[config.mk]
export PLATFORM = sky130hd
export DESIGN_NAME = mul_div_unit
export DESIGN_NICKNAME = d
export VERILOG_FILES = /design/src/rtl/mul_div_unit_pkg.sv /design/src/rtl/mul_div_step.sv /design/src/rtl/mul_div_unit.sv
export SDC_FILE = /design/constraint.sdc
export NUM_CORES = 1
export LEC_CHECK = 0
export BUFFER_PORTS_ARGS = -buffer_cell sky130_fd_sc_hd__buf_2
export CELL_PAD_IN_SITES_DETAIL_PLACEMENT = 0
export CELL_PAD_IN_SITES_GLOBAL_PLACEMENT = 1
export CORE_MARGIN = 10
export CORE_UTILIZATION = 30
export DETAILED_ROUTE_END_ITERATION = 10
export GPL_ROUTABILITY_DRIVEN = 1
export PLACE_DENSITY_LB_ADDON = 0.1
export REMOVE_ABC_BUFFERS = 1
export SLEW_MARGIN = 5
export SYNTH_ARGS = -nofsm -noshare
export SYNTH_HDL_FRONTEND = slang
export SYNTH_SLANG_ARGS = --single-unit
[constraint.sdc]
create_clock -name CLK -period 8.7 [get_ports CLK]
set_input_delay 1.74 -clock CLK [delete_from_list [all_inputs] [get_ports CLK]]
set_output_delay 1.74 -clock CLK [all_outputs]
set_load 0.05 [all_outputs]
[src/rtl/mul_div_unit_pkg.sv]
// mul_div_unit_pkg: op codes, iteration mode type and op classification helpers
package mul_div_unit_pkg;

    localparam logic [2:0] MUL_OP   = 3'b000;
    localparam logic [2:0] MLA_OP   = 3'b001;
    localparam logic [2:0] UMULL_OP = 3'b010;
    localparam logic [2:0] SMULL_OP = 3'b011;
    localparam logic [2:0] UDIV_OP  = 3'b100;
    localparam logic [2:0] SDIV_OP  = 3'b101;

    typedef enum logic {STEP_MUL, STEP_DIV} step_mode_t;

    function automatic logic is_div(input logic [2:0] op);
        return op == UDIV_OP || op == SDIV_OP;
    endfunction

    function automatic logic is_long(input logic [2:0] op);
        return op == UMULL_OP || op == SMULL_OP;
    endfunction

    function automatic logic is_signed(input logic [2:0] op);
        return op == SMULL_OP || op == SDIV_OP;
    endfunction

endpackage

[src/rtl/mul_div_step.sv]
// mul_div_step: one combinational shift-add multiply or restoring divide iteration
module mul_div_step
    import mul_div_unit_pkg::*;
#(
    parameter int WIDTH = 32
) (
    input  step_mode_t         i_mode,
    input  logic [2*WIDTH-1:0] i_acc,
    input  logic [WIDTH-1:0]   i_operand,
    input  logic [WIDTH-1:0]   i_quot,
    output logic [2*WIDTH-1:0] o_acc,
    output logic [WIDTH-1:0]   o_quot
);

    logic [WIDTH:0]   w_sum;
    logic [WIDTH:0]   w_sh;
    logic [WIDTH-1:0] w_diff;
    logic             w_ge;

    // multiply: conditional add into the high half then shift right; divide: shift in the next dividend bit and trial-subtract
    always_comb begin
        w_sum  = {1'b0, i_acc[2*WIDTH-1:WIDTH]} + (i_quot[0] ? {1'b0, i_operand} : '0);
        w_sh   = {i_acc[WIDTH-1:0], i_quot[WIDTH-1]};
        w_ge   = w_sh[WIDTH] | (w_sh[WIDTH-1:0] >= i_operand);
        w_diff = w_sh[WIDTH-1:0] - i_operand;
        o_acc  = (i_mode == STEP_DIV) ? {{WIDTH{1'b0}}, (w_ge ? w_diff : w_sh[WIDTH-1:0])}
                                      : {w_sum, i_acc[WIDTH-1:1]};
        o_quot = (i_mode == STEP_DIV) ? {i_quot[WIDTH-2:0], w_ge} : {1'b0, i_quot[WIDTH-1:1]};
    end

endmodule

[src/rtl/mul_div_unit.sv]
// mul_div_unit: multi-cycle multiply/divide unit with registered 64-bit result and Done pulse
module mul_div_unit
    import mul_div_unit_pkg::*;
#(
    parameter int WIDTH = 32
) (
    input  logic             CLK,
    input  logic             Reset,
    input  logic             MStart,
    input  logic [2:0]       MOp,
    input  logic [WIDTH-1:0] SrcA,
    input  logic [WIDTH-1:0] SrcB,
    input  logic [WIDTH-1:0] SrcC,
    output logic             Busy,
    output logic             Done,
    output logic [WIDTH-1:0] ResultLo,
    output logic [WIDTH-1:0] ResultHi,
    output logic [3:0]       MFlags,
    output logic             DivZero
);

    localparam int CW = $clog2(WIDTH);
    localparam logic [1:0] S_IDLE   = 2'd0;
    localparam logic [1:0] S_PREP   = 2'd1;
    localparam logic [1:0] S_RUN    = 2'd2;
    localparam logic [1:0] S_FINISH = 2'd3;

    logic [1:0]         r_state, w_next;
    logic [2:0]         r_op;
    logic [WIDTH-1:0]   r_a, r_b, r_c, r_opnd, r_q;
    logic [2*WIDTH-1:0] r_acc;
    logic [CW-1:0]      r_cnt;
    logic               r_neg_q, r_neg_r;
    logic               r_busy, r_done, r_dz;
    logic [WIDTH-1:0]   r_lo, r_hi;
    logic [3:0]         r_flags;

    logic               w_sgn, w_dz;
    step_mode_t         w_mode;
    logic [WIDTH-1:0]   w_abs_a, w_abs_b, w_q_n, w_quo, w_rem;
    logic [2*WIDTH-1:0] w_acc_n, w_prod, w_res;
    logic [3:0]         w_flags;

    mul_div_step #(.WIDTH(WIDTH)) u_step (
        .i_mode    (w_mode),
        .i_acc     (r_acc),
        .i_operand (r_opnd),
        .i_quot    (r_q),
        .o_acc     (w_acc_n),
        .o_quot    (w_q_n)
    );

    // state register; reset always returns to IDLE and drops a coincident start
    always_ff @(posedge CLK) begin
        r_state <= Reset ? S_IDLE : w_next;
    end

    // next state: one PREP cycle, WIDTH RUN cycles, one FINISH cycle
    always_comb begin
        w_next = (r_state == S_IDLE) ? (MStart ? S_PREP : S_IDLE) :
                 (r_state == S_PREP) ? S_RUN :
                 (r_state == S_RUN)  ? ((r_cnt == '0) ? S_FINISH : S_RUN) : S_IDLE;
    end

    // operand magnitudes for PREP and the sign-corrected, op-selected result for FINISH
    always_comb begin
        w_sgn   = is_signed(r_op);
        w_mode  = is_div(r_op) ? STEP_DIV : STEP_MUL;
        w_abs_a = (w_sgn && r_a[WIDTH-1]) ? -r_a : r_a;
        w_abs_b = (w_sgn && r_b[WIDTH-1]) ? -r_b : r_b;
        w_dz    = is_div(r_op) && (r_b == '0);
        w_quo   = r_neg_q ? -r_q : r_q;
        w_rem   = r_neg_r ? -r_acc[WIDTH-1:0] : r_acc[WIDTH-1:0];
        w_prod  = r_neg_q ? -r_acc : r_acc;
        w_res   = (r_op == MUL_OP) ? {{WIDTH{1'b0}}, r_acc[WIDTH-1:0]} :
                  (r_op == MLA_OP) ? {{WIDTH{1'b0}}, r_acc[WIDTH-1:0] + r_c} :
                  is_long(r_op)    ? w_prod :
                  is_div(r_op)     ? (w_dz ? {r_a, {WIDTH{1'b0}}} : {w_rem, w_quo}) : '0;
        w_flags = {(is_long(r_op) ? w_res[2*WIDTH-1] : w_res[WIDTH-1]), (w_res == '0), 2'b00};
    end

    // operand capture, sign bookkeeping and iteration datapath
    always_ff @(posedge CLK) begin
        if (r_state == S_IDLE && MStart) begin
            r_op <= MOp;
            r_a  <= SrcA;
            r_b  <= SrcB;
            r_c  <= SrcC;
        end else if (r_state == S_PREP) begin
            r_opnd  <= is_div(r_op) ? w_abs_b : w_abs_a;
            r_q     <= is_div(r_op) ? w_abs_a : w_abs_b;
            r_neg_q <= w_sgn & (r_a[WIDTH-1] ^ r_b[WIDTH-1]);
            r_neg_r <= w_sgn & r_a[WIDTH-1];
            r_acc   <= '0;
            r_cnt   <= CW'(WIDTH - 1);
        end else if (r_state == S_RUN) begin
            r_acc <= w_acc_n;
            r_q   <= w_q_n;
            r_cnt <= r_cnt - 1'b1;
        end
    end

    // registered status and results; results hold until the next FINISH
    always_ff @(posedge CLK) begin
        if (Reset) begin
            r_busy  <= 1'b0;
            r_done  <= 1'b0;
            r_lo    <= '0;
            r_hi    <= '0;
            r_flags <= '0;
            r_dz    <= 1'b0;
        end else begin
            r_busy <= w_next != S_IDLE;
            r_done <= r_state == S_FINISH;
            if (r_state == S_FINISH) begin
                r_lo    <= w_res[WIDTH-1:0];
                r_hi    <= w_res[2*WIDTH-1:WIDTH];
                r_flags <= w_flags;
                r_dz    <= w_dz;
            end
        end
    end

    assign Busy     = r_busy;
    assign Done     = r_done;
    assign ResultLo = r_lo;
    assign ResultHi = r_hi;
    assign MFlags   = r_flags;
    assign DivZero  = r_dz;

endmodule
# Word-level counts from Yosys, hierarchy flattened
# Index checks and enable logic that the tools add are counted.
# classes
n_addsub,9
mul,0
div_mod_pow,0
n_lt_le_gt_ge,1
eq_ne,8
shifts,0
mux,27
bitwise,5
reduce_logical,16
# op_table
cell,n
64-bit two-way mux,8
32-bit two-way mux,11
32-bit negation,4
64-bit logical NOT,1
64-bit negation,1
32-bit by 33-bit adder with 33-bit output,1
32-bit adder,1
32-bit greater-or-equal comparator,1
32-bit logical NOT,1
32-bit subtractor,1
3-bit by 2-bit equality test with 1-bit output (second input constant),2
3-bit equality test (second input constant),2
2-bit two-way mux,3
5-bit logical NOT,1
5-bit two-way mux,1
5-bit by 1-bit subtractor with 5-bit output (second input constant),1
2-bit equality test (second input constant),2
1-bit logical AND,4
1-bit two-way mux,4
2-bit AND reduction,2
2-bit nonzero test,2
3-bit by 1-bit equality test with 1-bit output (second input constant),1
3-bit logical NOT,1
1-bit logical OR,3
other kinds (6),7
# word_totals
reg_bits,305
latchBits,0
ramBits,0
romBits,0
input_bits,102
out_inout_bits,71
n_memories,0

# Longest topological paths before layout
# Gate-level depths: netlist of the first run.
# logic_depth
ltp_word,9
mapped_depth,16
mapped_depth_nobuf,15

# Hierarchy
# A second synthesis of the first run with hierarchy kept.
# hier_totals
cells_unflattened,2733
area_unflattened_um2,23721.5
# by_module_without_submodules
module,instances,cells_per_inst,area_per_inst_um2,seq_area_each_um2
mul_div_unit,1,1976,18712.9,8448.1
mul_div_step,1,757,5008.6,0.0

# Worst setup path before layout of the first run
# No wires, ideal clock.
# synth_path
path_kind,input-to-reg
start,in MStart
end,"reg r_a[0], enable pin"
setup_ns,0.453
t_arrival_ns,3.715
required_time_ns,8.247
setup_slack_ns,4.532
stages,2
path_buffers,0
cell_sequence,nand2_1 > inv_1
# synth_between
elab_chain_len,1
# synth_lines
item,line_no,source
"start, declared",mul_div_unit.sv:9,"input logic MStart,"
1-bit logical AND,mul_div_unit.sv:84,if (r_state == S_IDLE && MStart) begin
"end signal, assigned",mul_div_unit.sv:86,r_a <= SrcA;
"end, declared",mul_div_unit.sv:30,"logic [WIDTH-1:0] r_a, r_b, r_c, r_opnd, r_q;"
# No other way between the ends.
# A chain may end at the register's enable or synchronous reset.

# Final worst setup path of the first run
# layout_path
start,reg r_b[0]
end,"reg r_flags[2], in the netlist MFlags[2]"
# layout_between
elab_chain_len,8
# layout_lines
item,line_no,source
"start, declared",mul_div_unit.sv:30,
"start signal, assigned",mul_div_unit.sv:87,r_b <= SrcB;
32-bit logical NOT,mul_div_unit.sv:71,w_dz = is_div(r_op) && (r_b == '0);
1-bit logical AND,mul_div_unit.sv:71,
64-bit two-way mux (2 in series),mul_div_unit.sv:78,"is_div(r_op) ? (w_dz ? {r_a, {WIDTH{1'b0}}} : {w_rem, w_quo}) : '0;"
64-bit two-way mux,mul_div_unit.sv:77,is_long(r_op) ? w_prod :
64-bit two-way mux,mul_div_unit.sv:76,"(r_op == MLA_OP) ? {{WIDTH{1'b0}}, r_acc[WIDTH-1:0] + r_c} :"
64-bit two-way mux,mul_div_unit.sv:75,"w_res = (r_op == MUL_OP) ? {{WIDTH{1'b0}}, r_acc[WIDTH-1:0]} :"
64-bit logical NOT,mul_div_unit.sv:79,"w_flags = {(is_long(r_op) ? w_res[2*WIDTH-1] : w_res[WIDTH-1]), (w_res == '0), 2'b00};"
"end signal, assigned",mul_div_unit.sv:118,r_flags <= w_flags;
"end, declared",mul_div_unit.sv:36,logic [3:0] r_flags;
# No other way between the ends.

==> impl_metrics.ini, run 1 <==
[run_status]
outcome = complete, no violations

[timing]
hold-worst-slack_ns = 0.466
setup_viol = 0
worst_slack_ns = 3.30
max_slew_margin_pct = 24.2
finClkSkew_ns = 0.0261
fin_crit_ns = 5.40
rsz0062_at_grt = false
finalHoldViolCount = 0
finalSetupTns_ns = 0
worst_pin_slew_ns = 1.13
fmax_mhz = 185
finalCritPeriodShare_pct = 62.0
slew_violations = 0

[floorplan]
pin_count = 173
core_mm2 = 0.0742
die_area_mm2 = 0.0860
initial_core_util_pct = 30.2
num_rows = 100
die_h_um = 293
die_x_um = 293

[route]
ant_nets = 0
wl_per_cell_um = 27.1
drt-pass1-iter-count = 6
drt-total-wl_um = 96400
drtIter0Drc = 1553
via_per_inst = 5.68
vias = 20200
drc = 0

[worst_setup_path]
start_kind = flip-flop
required_ns = 9.20
ff2ff_setup_slack_ns = 3.30
crit_path_end_kind = flip-flop
path_class = flip-flop to flip-flop
worstPathArrival_ns = 5.90
cp_max_fo = 24

[clocking]
clock_latency_ns = 0.60
htree_num_levels = 2
clock_path_buffers = 3
cts.repair.resized = 0
post_cts_buffers = 0
cts.sinks = 305
cts_buffers = 44
tritoncts = done
clkTransAtPathRegs_ns = 0.07
cts-root-buf = clkbuf_16
hold_buffers = 0

[global_route]
track_usage_pct = 21.8
met3_usage_pct = 3.00
grt_max_degree = 67
grt.overflow.total = 0
grt_pass1_vias = 19900
grt_pass1_wl_um = 140000
met2_usage_pct = 34.3
antenna_found_initial = 0
busiest_layer = met2
met1_usage_pct = 30.5

[synthesis]
postSynthAreaPerCell_um2 = 9.12
postSynthCellCount = 2456
ys.flop_type = edfxtp_1
synth_edf_count = 234
ys_warn_count = 0
ys_types = 88
synthArstFlopShare_pct = 0
syn_area_mm2 = 0.0224
synth_seq_cells = 305
seq_area_frac_synth_pct = 37.7

[power_and_ir_drop]
power_density_mw_per_mm2 = 221
power.share.sequential_pct = 35.4
netSwitchingFraction_pct = 37.7
netSwitchingPower_mw = 2.13
vdd_ir_drop_max_mv = 0.130
clockPowerShare_pct = 31.9
power_frac_comb_pct = 32.7
p_int_mw = 3.52
leakage_nw = 9.48
power_mw = 5.65

[worst_hold_path]
holdCritPathClass = flip-flop to flip-flop

[placed_design]
globalplace.congestion = 0.891
pre_cts_ws_ns = 3.34
port-buffer-count = 170
dpl_cell_area_mm2 = 0.0242
dpl.hpwl_um = 74000

[run]
max-cap-violations = 0

[cells_and_area]
syn_to_final_growth_pct = 14.4
layout.nets = 2769
design_area_mm2 = 0.0256
fill_cells = 7678
layout-drive-gt1-share_pct = 14.4
-- critical path, stage by stage (launching register included) --
cell       delay [ns]
edfxtp_1         0.44
inv_1            0.10
ha_1             0.19
or4b_1           0.56
or4_1            0.53
or4_1            0.52
buf_4            0.27
nand2_1          0.60
o221a_2          0.31
o221ai_1         0.14
nor4_1           0.35
nand4_1          0.30
a2111oi_2        0.46
nand4_1          0.18
o41ai_2          0.33
-- stage by stage --
step | utilization, % | instances
after floorplan | - | 2304
after global placement | 32.6 | 3483
after detailed placement | 32.6 | 3483
after CTS | 34.5 | 3562
after global routing | 34.5 | 3562
final | 34.5 | 3563
-- flip-flops by register name, summed over array words and instances (netlist names), 2 cells and up --
register and cells:
MFlags 2, ResultHi 32, ResultLo 32, r_a 32, r_acc 64, r_b 32
r_c 32, r_cnt 5, r_op 3, r_opnd 32, r_q 32, r_state 2
-- per-layer routing --
layer | up-vias | share of wire [%] | routed length (um)
met5 | - | 0 | 0
met4 | 0 | 3.1 | 3030
met3 | 128 | 6.8 | 6560
met2 | 762 | 45 | 43000
met1 | 9955 | 45 | 43800
li1 | 9389 | - | -
-- final cells by class --
cell class | instances | area, um^2 | share of cell area, %
diodes | 1 | 2.50 | 0.00977
clock buffers | 58 | 1200 | 4.71
clock inverters | 21 | 214 | 0.836
inverters | 79 | 299 | 1.17
multi-input cells | 1920 | 13100 | 51.1
flip-flops and latches | 305 | 8450 | 33.0
well taps | 969 | 1210 | 4.74
repair buffers | 210 | 1150 | 4.50
-- synth_stat cells, types with 30 or more instances --
| cell | n | share of area (%) |
|---|---|---|
| a211oi_1 | 72 | 2.4 |
| a21o_1 | 41 | 1.4 |
| a21oi_1 | 167 | 3.7 |
| a31oi_1 | 45 | 1.3 |
| clkbuf_1 | 125 | 2.1 |
| dfxtp_1 | 71 | 6.3 |
| edfxtp_1 | 234 | 31 |
| ha_1 | 104 | 5.8 |
| inv_1 | 78 | 1.3 |
| mux2i_1 | 32 | 1.4 |
| mux4_2 | 30 | 3.0 |
| nand2_1 | 173 | 2.9 |
| nor2_1 | 304 | 5.1 |
| nor3_1 | 47 | 1.1 |
| o21ai_0 | 153 | 3.4 |
| o31ai_1 | 49 | 1.6 |
| or3_1 | 51 | 1.4 |
| or4_1 | 30 | 1.0 |
| xnor2_1 | 136 | 5.3 |
| xor2_1 | 88 | 3.4 |
-- kinds of logic (layout without fill, tap and decap cells) --
logic type                 after synthesis  count (layout)  share of synthesized area (%)
buffers and inverters                  232             368                           4.11
DFF                                    305             305                           37.7
AOI/OAI and AO/OA                      715             715                           21.3
adders and majority gates              107             107                           6.08
other                                    1               3                         0.0167
muxes                                   69              69                           4.80
and+or+nand+nor                        803             803                           17.2
xor gates and xnor gates               224             224                           8.76
-- worst paths after layout --
check	start	end	depth (start not counted)
setup reg to reg	r_b[0]	MFlags[2]	14
setup / recovery	r_b[0]	MFlags[2]	14
hold reg to reg	ResultLo[18]	ResultLo[18]	2
hold / removal	ResultLo[18]	ResultLo[18]	2
-- layout by cell type (no fill, tap or decap), types with 26 or more instances in the layout --
cell	Yosys	layout
or3_1	51	51
a21oi_1	167	167
nand2b_1	26	26
mux4_2	30	30
nor2_1	304	304
a21o_1	41	41
or2_2	26	26
buf_4	2	40
or4_1	30	30
nand2_1	173	172
ha_1	104	101
a31oi_1	45	45
o21ai_0	153	153
clkbuf_16	0	45
mux2i_1	32	32
o31ai_1	49	49
xor2_1	88	88
buf_2	3	170
xnor2_1	136	136
nor3_1	47	47
edfxtp_1	234	234
dfxtp_1	71	71
a211oi_1	72	72
inv_1	78	76
nand3_1	28	28
-- power by group through the flow --
| stage | Clock (mW) | Combinational, mW | Sequential [mW] |
|---|---|---|---|
| 6_report | 1.81 | 1.85 | 2.00 |
| 5_1_grt | 1.92 | 2.01 | 2.02 |
| 4_1_cts | 1.86 | 1.83 | 2.00 |
| 3_5_place_dp | 0 | 1.82 | 2.03 |
| 2_1_floorplan | 0 | 1.20 | 1.98 |
| 3_3_place_gp | 0 | 1.82 | 2.02 |
No activity file was read; power rests on OpenSTA's default activity.
==> inputs of run 2 (changes only) <==
- ABC_AREA: not set -> 1
- clock period: 8.7 -> 5.6 ns (I/O delays scaled with it)
==> impl_metrics.ini, run 2 <==
[run_status]
outcome = complete, no violations

[power_and_ir_drop]
power.share.sequential_pct = 35.9
clockPowerShare_pct = 29.4
vdd_ir_drop_max_mv = 0.209
netSwitchingPower_mw = 3.64
power_density_mw_per_mm2 = 318
power_frac_comb_pct = 34.7
leakage_nw = 12.5
p_int_mw = 5.21
netSwitchingFraction_pct = 41.2

[synthesis]
synthArstFlopShare_pct = 0
synth_top_cell_by_area = edfxtp_1
ys_types = 63
seq_area_frac_synth_pct = 34.2
postSynthAreaPerCell_um2 = 6.94
netlist_top_cells_count = nand2_1, inv_1, nor2_1
synth_edf_count = 234
ys.flop_type = edfxtp_1
ys_warn_count = 0
synth_seq_cells = 305
syn_area_mm2 = 0.0247
synth_top_cell_area_share_pct = 28.5
synth_most_common_cell = nand2_1
ys_top_cells_by_area = edfxtp_1, nand2_1, inv_1
postSynthCellCount = 3555

[cells_and_area]
syn_to_final_growth_pct = 12.8
antenna_cells = 0
layout.nets = 3880
fin_util_pct = 34.0
design_area_mm2 = 0.0278
largest_register_ffs = 64
regMostFlops = r_acc
layout-drive-gt1-share_pct = 10.1
stdcell_count = 4769
final_common_cell = nand2_1
final_cell_mix = nand2_1, inv_1, nor2_1, nand3_1, edfxtp_1

[placed_design]
dp.cells = 4699
globalplace.congestion = 0.913
port-buffer-count = 170
dpl_cell_area_mm2 = 0.0266
dpl.hpwl_um = 88100

[run]
max-cap-violations = 0

[timing]
fmax_mhz = 252
finalCritPeriodShare_pct = 71.0
max_slew_margin_pct = 33.1
finalSetupTns_ns = 0
worst_pin_slew_ns = 1.00
setup_viol = 0
fin_crit_ns = 3.97
rsz0062_at_grt = false
finClkSkew_ns = 0.0285
finalHoldViolCount = 0
hold-worst-slack_ns = 0.480
slew_violations = 0

[route]
vias = 24300
via_per_inst = 5.09
drc = 0
drt-pass1-iter-count = 6
drtIter0Drc = 1857
drt-total-wl_um = 110000
ant_nets = 0
wl_per_cell_um = 23.0

[worst_setup_path]
critPathCapture = r_acc[62]
cp_slowest_stage_delay_ns = 0.62
crit_path_frequent_cell = nand2_1
r2r_end = r_acc[62]
reg2reg_from = r_q[0]
crit_path_cell_trace = buf_4 > nand2_1 > inv_1 > ha_1 > a21oi_1 > nand2_1 > nand2_1 > nand2_1 > a21oi_1 > o21ai_1 > a21boi_0 > o21ai_1 > a21oi_1 > o21ai_0 > nor2_1 > nor2_1
path_class = flip-flop to flip-flop
ff2ff_setup_slack_ns = 1.63
setup.worst_path.start = r_q[0]
required_ns = 5.96
start_kind = flip-flop
cp_slowest_cell = edfxtp_1
crit_path_end_kind = flip-flop
cp_max_fo = 27
worstPathArrival_ns = 4.33
ff2ff_path_depth = 16

[global_route]
grt_pass1_wl_um = 159000
antenna_found_initial = 2
track_usage_pct = 22.7
grt_max_degree = 127
grt.overflow.total = 0
grt_pass1_vias = 23700

[floorplan]
num_rows = 105
die_h_um = 307
pin_count = 173
die_area_mm2 = 0.0942
die_x_um = 307
initial_core_util_pct = 30.2
core_mm2 = 0.0818

[worst_hold_path]
holdCritPathClass = flip-flop to flip-flop
hold_path_depth = 2

[clocking]
clock_path_buffers = 3
cts-root-buf = clkbuf_16
cts.repair.resized = 0
htree_num_levels = 2
cts_buffers = 40
hold_buffers = 0
post_cts_buffers = 0
clock_latency_ns = 0.61
clkTransAtPathRegs_ns = 0.06
tritoncts = done
cts.sinks = 305
## run 2: logic make-up (layout without fill, tap and decap cells)
group / after synthesis / count (layout) / synth area share [%]
compound gates: 623 / 623 / 14.7
flops: 305 / 305 / 34.2
other cells: 1 / 2 / 0.0152
buf+inv: 538 / 681 / 8.60
fa+ha+maj: 107 / 107 / 5.51
mux: 1 / 1 / 0.0405
simple gates: 1873 / 1873 / 33.1
xor+xnor: 107 / 107 / 3.80
## run 2: per-stage QoR
step / power (mW) / setup slack, ns
final: 8.85 / 1.63
after global routing: 9.39 / 1.22
after CTS: 8.90 / 1.59
after detailed placement: 6.26 / 1.60
after global placement: 6.28 / 1.60
after floorplan: 5.12 / 0.615
## run 2: worst min-delay path by stage
stage                  from      endpoint
5_1_grt           MFlags[2]     MFlags[2]
2_1_floorplan      r_cnt[0]      r_cnt[0]
3_3_place_gp   ResultLo[22]  ResultLo[22]
3_5_place_dp   ResultLo[23]  ResultLo[23]
6_report          MFlags[2]     MFlags[2]
4_1_cts           MFlags[2]     MFlags[2]
## run 2: final cells by class
class,count,area [um^2]
Tap cell,1070,1340
Inverter,415,1560
Clock inverter,23,204
Timing Repair Buffer,196,1070
Sequential cell,305,8450
Fill cell,9035,54000
Multi-Input combinational cell,2713,14200
Clock buffer,47,1060
## run 2: critical path, delay by kind of cell, from the launching register on
kind / cells / cell delay, ns
buffers and inverters: 2 / 0.57
flip-flops: 1 / 0.62
adder cells (fa/ha/maj): 1 / 0.29
AO/OA/AOI/OAI: 7 / 1.50
AND/OR/NAND/NOR: 6 / 0.77
## run 2: metal layers
metal	GRT usage, %	up-vias	wire length, um
met5	0	-	0
met4	6.09	0	2900
met3	2.44	121	4570
met2	37.2	601	50100
met1	31.3	11400	52000
li1	-	12100	-
## run 2: power by group through the flow
stage	Clock, mW	Combinational, mW	Sequential [mW]
floorplan	0	2.04	3.08
global placement	0	3.08	3.21
detailed placement	0	3.06	3.20
CTS	2.67	3.07	3.16
global route	2.76	3.44	3.19
finish	2.60	3.07	3.17
==> inputs of run 3 (changes only) <==
- clock period: 5.6 -> 3.5 ns (I/O delays scaled with it)
==> impl_metrics.ini, run 3 (synthesis results as in run 2) <==
[cells_and_area]
final_cell_mix = nand2_1, inv_1, nor2_1, nand3_1, edfxtp_1
layout.nets = 4051
regMostFlops = r_acc
fill_cells = 8925
largest_register_ffs = 64
syn_to_final_growth_pct = 18.9
layout-drive-gt1-share_pct = 14.5
final_common_cell = nand2_1
design_area_mm2 = 0.0294
fin_util_pct = 35.9
stdcell_count = 4946

[clocking]
clock_path_buffers = 3
htree_num_levels = 2
hold_buffers = 0
tritoncts = done
cts-root-buf = clkbuf_16
cts.sinks = 305
clkTransAtPathRegs_ns = 0.07
clock_latency_ns = 0.60
cts_buffers = 41

[worst_setup_path]
ff2ff_setup_slack_ns = 0.19
worstPathArrival_ns = 3.84
ff2ff_path_depth = 18
start_kind = flip-flop
r2r_end = MFlags[2]
reg2reg_from = r_acc[12]
path_class = flip-flop to flip-flop
cp_max_fo = 5
crit_path_end_kind = flip-flop
required_ns = 4.03

[worst_hold_path]
hold_path_depth = 1
min_to = r_c[20]
min_from = SrcC[20]
holdCritPathClass = input port to flip-flop

[route]
drt-total-wl_um = 116000
vias = 25100
drc = 0
ant_nets = 0
via_per_inst = 5.08
drt-pass1-iter-count = 6
drtIter0Drc = 2009
wl_per_cell_um = 23.5

[global_route]
grt_pass1_wl_um = 168000
antenna_found_initial = 4
grt_max_degree = 98
grt.overflow.total = 0
track_usage_pct = 24.1
grt_pass1_vias = 24900

[power_and_ir_drop]
power_mw = 14.9
leakage_nw = 13.4
power_density_mw_per_mm2 = 508
vdd_ir_drop_max_mv = 0.518

[run_status]
outcome = complete, no violations

[floorplan]
die_area_mm2 = 0.0942
die_h_um = 307
pin_count = 173
num_rows = 105
die_x_um = 307
initial_core_util_pct = 30.2
core_mm2 = 0.0818

[timing]
finClkSkew_ns = 0.0354
slew_violations = 0
rsz0062_at_grt = false
fmax_mhz = 302
finalCritPeriodShare_pct = 94.6
fin_crit_ns = 3.31
finalHoldViolCount = 0
finalSetupTns_ns = 0
max_slew_margin_pct = 27.6
worst_pin_slew_ns = 1.09
setup_viol = 0

[placed_design]
globalplace.congestion = 0.940
dpl_cell_area_mm2 = 0.0279
dp.cells = 4862
dpl.hpwl_um = 94800
port-buffer-count = 170

[run]
max-cap-violations = 0
-- run 3: changes by cell type in the layout (fill, tap and decap cells not counted), sizes merged --
cell	previous run	this run
clkbuf	47	50
diode	0	1
inv	414	413
bufinv	3	4
buf	196	366
clkinv	20	23
-- run 3: worst max-delay path: stages, from the launching register on --
cell and delay, ns:
edfxtp_1 0.52, nor2_1 0.21, nand2_1 0.13, nor2_1 0.26, nand2_1 0.16, nor2_4 0.21, nand2_1 0.19, nand3_1 0.11
nand3_1 0.17, nand2_1 0.18, nand2_1 0.08, nor2_2 0.25, nand2_1 0.09, nor2_1 0.21, nand2_1 0.08, nor2_1 0.09
buf_4 0.11, nand3_1 0.07, a21oi_2 0.11
-- run 3: power by group --
group / switching (mW) / leakage (nW) / internal [mW]
Clock: 1.80 / 0.671 / 2.57
Combinational: 3.74 / 9.90 / 1.85
Sequential: 0.513 / 2.80 / 4.43
Total: 6.05 / 13.4 / 8.86
-- run 3: how the worst max path moves through the flow --
stage               from   endpoint  slack (ns)
2_1_floorplan    r_op[1]   r_acc[3]       -1.48
3_3_place_gp    r_acc[0]  MFlags[2]       -0.03
3_5_place_dp    r_acc[0]  MFlags[2]       -0.05
4_1_cts           r_b[0]  MFlags[2]        0.02
5_1_grt         r_acc[0]  MFlags[2]       0.005
6_report       r_acc[12]  MFlags[2]        0.19
-- run 3: layout make-up --
cell class | instances | area (um^2) | area share (%)
sequential | 305 | 8450 | 28.8
antenna | 1 | 2.50 | 0.00852
clock buffer | 50 | 1120 | 3.82
tap | 1070 | 1340 | 4.56
timing repair buffer | 366 | 2430 | 8.29
clock inverter | 26 | 230 | 0.784
inverter | 415 | 1560 | 5.31
multi-input combinational | 2713 | 14200 | 48.4
-- run 3: routing by layer --
metal / wire length (um) / up-vias / part of all wire [%] / global-route usage (%)
met4: 4250 / 2 / 3.7 / 8.15
met5: 14 / - / 0.012 / 0
li1: - / 12500 / - / -
met2: 52400 / 708 / 45 / 39.2
met1: 54200 / 11800 / 47 / 33.0
met3: 5290 / 141 / 4.6 / 2.42
-- run 3: timing repair --
| action | 4_1_cts | 5_1_grt |
|---|---|---|
| setup buffers | 0 | 7 |
| setup endpoints to repair | 1 | 8 |
| resized for setup | 2 | 16 |
| pin swaps | 0 | 3 |
| endpoints found under the hold margin | 0 | 0 |
-- run 3: per-stage QoR --
stage               setup WS (ns)  hold slack, ns
detailed placement        -0.0478           0.457
floorplan                   -1.48           0.531
global route              0.00462           0.252
CTS                        0.0218           0.241
finish                      0.188           0.274
global placement          -0.0278           0.456
